--- src/rtl/alu_issue_ctrl.sv ---
`default_nettype none
// ============================================================================
// Module   : alu_issue_ctrl
// Purpose  : Register-file front end that sequences commands into a
//            combinational ALU (accept -> settle -> writeback).
// Revision : 1.0  initial release
// ============================================================================
module alu_issue_ctrl #(
   parameter int W  = 4,
   parameter int SW = 3,
   parameter int AW = 2
) (
   input  logic          clk,
   input  logic          rst_n,
   input  logic          cmd_valid,
   output logic          cmd_ready,
   input  logic [SW-1:0] cmd_op,
   input  logic [AW-1:0] cmd_dst,
   input  logic [AW-1:0] cmd_src_a,
   input  logic [AW-1:0] cmd_src_b,
   input  logic          ld_valid,
   input  logic [AW-1:0] ld_addr,
   input  logic [W-1:0]  ld_data,
   output logic [SW-1:0] alu_s,
   output logic [W-1:0]  alu_a,
   output logic [W-1:0]  alu_b,
   input  logic [W-1:0]  alu_f,
   output logic [W-1:0]  result,
   output logic          done,
   input  logic [AW-1:0] dbg_addr,
   output logic [W-1:0]  dbg_data
);

   localparam int DEPTH = 2**AW;

   typedef enum logic [1:0] {
      IDLE = 2'd0,
      EXEC = 2'd1,
      WB   = 2'd2
   } state_t;

   state_t          state_q;
   logic [W-1:0]    rf_q [DEPTH];
   logic [SW-1:0]   alu_s_q;
   logic [W-1:0]    alu_a_q;
   logic [W-1:0]    alu_b_q;
   logic [AW-1:0]   dst_q;
   logic [W-1:0]    result_q;
   logic            done_q;

   always_ff @(posedge clk or negedge rst_n) begin
      if (!rst_n) begin
         state_q  <= IDLE;
         alu_s_q  <= '0;
         alu_a_q  <= '0;
         alu_b_q  <= '0;
         dst_q    <= '0;
         result_q <= '0;
         done_q   <= 1'b0;
         for (int i = 0; i < DEPTH; i++) begin
            rf_q[i] <= '0;
         end
      end else begin
         done_q <= 1'b0;
         // Load is issued first so a same-address writeback below overrides it.
         if (ld_valid) begin
            rf_q[ld_addr] <= ld_data;
         end
         case (state_q)
            IDLE: begin
               if (cmd_valid) begin
                  alu_s_q <= cmd_op;
                  alu_a_q <= rf_q[cmd_src_a];
                  alu_b_q <= rf_q[cmd_src_b];
                  dst_q   <= cmd_dst;
                  state_q <= EXEC;
               end
            end
            EXEC: begin
               state_q <= WB;
            end
            WB: begin
               rf_q[dst_q] <= alu_f;
               result_q    <= alu_f;
               done_q      <= 1'b1;
               state_q     <= IDLE;
            end
            default: begin
               state_q <= IDLE;
            end
         endcase
      end
   end

   assign cmd_ready = (state_q == IDLE);
   assign alu_s     = alu_s_q;
   assign alu_a     = alu_a_q;
   assign alu_b     = alu_b_q;
   assign result    = result_q;
   assign done      = done_q;
   assign dbg_data  = rf_q[dbg_addr];

endmodule
`default_nettype wire

--- config.mk ---
export PLATFORM = sky130hd
export DESIGN_NAME = alu_issue_ctrl
export DESIGN_NICKNAME = d
export VERILOG_FILES = /design/src/rtl/alu_issue_ctrl.sv
export SDC_FILE = /design/constraint.sdc
export NUM_CORES = 1
export LEC_CHECK = 0
export BUFFER_PORTS_ARGS = -buffer_cell sky130_fd_sc_hd__buf_2
export CAP_MARGIN = 20
export CORE_MARGIN = 1.5
export CORE_UTILIZATION = 45
export DETAILED_ROUTE_END_ITERATION = 8
export PLACE_DENSITY = 0.74
export SLEW_MARGIN = 20
export SYNTH_ARGS = -nofsm -noshare
export SYNTH_HDL_FRONTEND = slang
export SYNTH_SLANG_ARGS = --single-unit
--- constraint.sdc ---
create_clock -name clk -period 2.5 [get_ports clk]
set_input_delay 0.25 -clock clk [delete_from_list [all_inputs] [get_ports clk]]
set_output_delay 0.25 -clock clk [all_outputs]
set_load 0.02 [all_outputs]
# --- Word level (Yosys, flattened, before mapping) ---
# Cells that the tools add are included.
word_totals:
  ff_bits: 36
  latch_bits: 0
  ramBits: 0
  rom_bits: 0
  input_bits: 25
  out_inout_bits: 21
  elab_cells: 50
  n_memories: 0
classes:
  add_sub_neg: 0
  multipliers: 0
  div_mod_pow: 0
  order_cmp: 7
  eq_ne: 3
  shifts: 0
  muxes: 20
  bitwise: 5
  n_reduce_logical: 4
ops:
  columns: ["op", "n"]
  rows:
  - ["16-bit bitwise mux", 2]
  - ["16-bit 2-to-1 mux", 2]
  - ["4-bit 2-to-1 mux", 8]
  - ["4-bit binary-select mux with 2-bit select", 3]
  - ["4-bit demux with 2-bit select", 2]
  - ["3-bit >= comparator (second input constant)", 5]
  - ["2-bit NOT with 3-bit output", 5]
  - ["3-bit by 1-bit < comparator with 1-bit output (second input constant)", 2]
  - ["2-bit case mux with 2 select lines", 1]
  - ["2-bit by 1-bit == test with 1-bit output (second input constant)", 1]
  - ["2-bit == test (second input constant)", 1]
  - ["1-bit logical AND", 2]
  - ["2-bit zero test", 1]
  - ["2-bit 2-to-1 mux", 1]
  - ["2-bit != test (second input constant)", 1]
  - ["2-bit AND reduction", 1]
  - ["1-bit 2-to-1 mux", 1]

# --- Depth between registers and ports, before layout ---
logic_depth:
  depth_word: 9
  depth_mapped: 4
  ltp_nobuf: 3

# --- Worst setup path after synthesis ---
# No wires, ideal clock.
synth_timing:
  kind: "register -> register"
  startpoint: "register state_q[0]"
  endpoint: "register alu_a_q[0], in the netlist alu_a[0]"
  setup_ps: 125
  arrival_time_ps: 1153
  required_time_ps: 2375
  path_slack_ps: 1222
  path_stages_with_launch: 5
  n_path_buf: 1
  period_less_slack_ps: 1278
  cell_sequence: "dfrtp_1 nor2_4 nand2_2 buf_6 mux2_2"
synth_between:
  elab_chain_cells: 2
synth_lines:
  columns: ["item", "line", "source"]
  rows:
  - ["from (decl)", "42", "state_t state_q;"]
  - ["from (signal assigned)", "53", "state_q <= IDLE;"]
  - ["from (signal assigned)", "76", "state_q <= EXEC;"]
  - ["from (signal assigned)", "80", "state_q <= WB;"]
  - ["2-bit zero test", null, null]
  - ["named net cmd_ready", "16", "output logic cmd_ready,"]
  - ["2-bit AND reduction (no source line)", null, null]
  - ["to (signal assigned)", "73", "alu_a_q <= rf_q[cmd_src_a];"]
  - ["to (decl)", "45", "logic [W-1:0] alu_a_q;"]
# The timed path passes the listed nets, and every way through them passes these cells.
# A chain may end at the register's enable or synchronous reset.

# --- Final worst setup path ---
layout_timing:
  startpoint: "register rf_q[13] (netlist bit)"
  endpoint: "output dbg_data[1]"
layout_between:
  elab_chain_cells: 3
layout_lines:
  columns: ["item", "line", "source"]
  rows:
  - ["from (decl)", "43", "logic [W-1:0] rf_q [DEPTH];"]
  - ["from (signal, indexed assignment)", "67", "rf_q[ld_addr] <= ld_data;"]
  - ["from (signal, indexed assignment)", "83", "rf_q[dst_q] <= alu_f;"]
  - ["4-bit binary-select mux with 2-bit select", "101", "assign dbg_data = rf_q[dbg_addr];"]
  - ["4-bit 2-to-1 mux (not written as such) (2 in a row)", "101", null]
  - ["to (decl)", "31", "output logic [W-1:0] dbg_data"]
# Every way passes these cells. The select of a mux whose other input is x is not followed.

==> key figures <==
STA
  – Count of final hold-check violations: 0
  – Peak Freq: 624 MHz
  – Final worst setup slack: 0.897 ns
  – Final period util: 64.1%
  – Slew margin rel.: 47.4%
  – Setup_tns: 0 ns
  – Pins Over Slew Limit: 0
  – RSZ-0062 raised after global routing: false
  – Worst-Margin Slew: 0.789 ns
  – Final setup fails: 0
  – Clk_skew: 0.00362 ns
  – Min Clock Period, post-route: 1.60 ns

Die
  – Starting Density: 46.3%
  – DIE AREA: 0.00448 sq mm
  – Die height: 66.9 um
  – FP Rows: 23
  – I/O pin count: 46
  – Core area: 0.00397 sq mm
  – Die X: 66.9 um

Worst setup path
  – Crit end category: primary output
  – Worst-path maximum fanout: 4
  – CP Data Required Time: 2.25 ns
  – Crit Path Class: flop to primary output
  – Crit path DAT: 1.35 ns
  – Startpoint Class: flop

Run
  – Max_cap viols: 0

Place
  – Hpwl dp: 2950 um
  – Port bufs: 45
  – DP Cell Count: 224
  – Place WS: 1.11 ns
  – Placer congestion estimate: 0.880

Cells and area
  – Final cell count without fillers: 231
  – Diodes inserted: 0
  – Fin nets: 206
  – Area delta synth->final: 20.5%
  – Leading cell types in the layout, fill and taps excluded: 45 x buf_2, 36 x dfrtp_1, 17 x mux2_2
  – Post-layout util: 55.8%
  – Layout cell share with drive strength beyond 1: 43.6%
  – Most common cell after layout, fill and taps aside: buf_2
  – Fillcell total: 352

Synthesis
  – Synth unique cells: 23
  – #FFs+latches synth: 36
  – Mapped Nets: 156
  – Post-Syn Instances: 131
  – Cell area after synthesis: 0.00184 sq mm
  – Synth Area per Inst: 14.0 sq um
  – Post-synthesis sequential area ratio: 49.0%
  – Synth warn: 0

Min path
  – Hold crit path type: input pin to async pin

Clock tree
  – Reg clk slew, reported paths: 0.07 ns
  – PostCTS Resize Cnt: 0
  – Worst-Skew Late Latency: 0.29 ns
  – Inserted Clock Buffers: 5
  – CTS Buffer Depth: 2
  – Total clock sinks: 36
  – CTS HTree Levels: 2
  – Post-CTS Setup Bufs: 0
  – Root Buffer: clkbuf_8
  – CTS tree: done
  – CTS Hold Buffers Added: 0

Global routing
  – Total track usage: 19.6%
  – Initial antenna violation count: 0
  – Number of global-route vias before repair: 1233
  – Largest net degree at the start of global routing: 37
  – First-pass GRT wire length: 6180 um
  – Remaining Overflow, GRT: 0

Route
  – Remaining DRCs: 0
  – Routed WL: 3830 um
  – Vias per cell: 5.59
  – Drt first-iter violations: 133
  – Drt wl/cell: 16.6 um
  – Post-route ant nets: 0
  – TritonRoute pass-1 iters: 4
  – Via count: 1291

Power and ir drop
  – Pwr Density: 1020 mW/mm^2
  – IR Drop Worst-Case VDD: 0.000352 V
  – Total design power: 0.00226 W
  – Lkg Pwr: 1.03 nW

Status
  – Run status: complete, no violations
[routing by layer]
metal | vias to the layer above | track usage (%) | share of wire (%)
li1 | 598 | - | -
met1 | 629 | 25.2 | 42
met2 | 55 | 31.3 | 49
met3 | 9 | 4.56 | 6.3
met4 | 0 | 9.18 | 2.5
met5 | - | 0 | 0
[final cells by class]
type	count	area [sq um]	area share, %
well taps	50	62.6	2.82
flip-flops and latches	36	901	40.7
inverters	2	7.51	0.339
repair buffers	47	240	10.8
multi-input cells	89	908	41.0
clock buffers	7	96.3	4.35
[flip-flops by register name (all words and copies together), names as in the netlist]
signal	count
alu_s	3
alu_b	4
alu_a	4
dst_q	2
result	4
state_q	2
done	1
rf_q	16
[cell usage after synthesis (all sizes together)]
library cell	count	area, sq um
inv	2	7.51
nor4bb	2	20.0
and3b	1	8.76
a21oi	4	20.0
nor3b	1	12.5
nor2b	1	6.26
mux2i	16	160
nand2b	1	6.26
clkbuf	3	11.3
nor2	5	26.3
nor4b	1	23.8
dfrtp	36	901
nand2	13	51.3
buf	1	11.3
mux4	12	300
nand4b	1	8.76
mux2	17	191
nand3b	1	7.51
nand3	1	5.00
o21ai	12	60.1
[report_power, final]
group          internal [W]  switching, W
Clock              0.000245      0.000201
Combinational      0.000410      0.000405
Sequential         0.000810      0.000183
Total               0.00147      0.000789
[worst max-delay path, cell delays in order, from the launching register on]
cell	delay [ns]
dfrtp_1	0.42
mux4_2	0.47
buf_2	0.17
[through the flow]
step | hold WS, ns | instance area (sq um)
6_report | 0.0427 | 2220
5_1_grt | 0.106 | 2220
4_1_cts | 0.0683 | 2220
3_5_place_dp | 0.379 | 2120
3_3_place_gp | 0.360 | 2120
2_1_floorplan | -0.0456 | 1840
[final timing paths]
kind                       startpoint     endpoint  slack, ns  depth (start not counted)
max reg2reg                state_q[0]     alu_s[0]       1.15                          3
max                          rf_q[13]  dbg_data[1]       0.90                          2
min reg2reg                  alu_a[3]     alu_a[3]       0.51                          1
max in group asynchronous       rst_n      rf_q[2]       1.96                          1
min in group clk           cmd_dst[0]     dst_q[0]       0.19                          2
min                             rst_n     alu_a[1]       0.04                          1
[logic make-up (layout without fill, tap and decap cells)]
family / count (synthesis) / count (layout) / synth area share, %
mux: 45 / 45 / 35.4
flops: 36 / 36 / 49.0
simple gates: 28 / 28 / 9.59
compound gates: 16 / 16 / 4.35
buf+inv: 6 / 56 / 1.63
(Power assumes the default switching activity.)
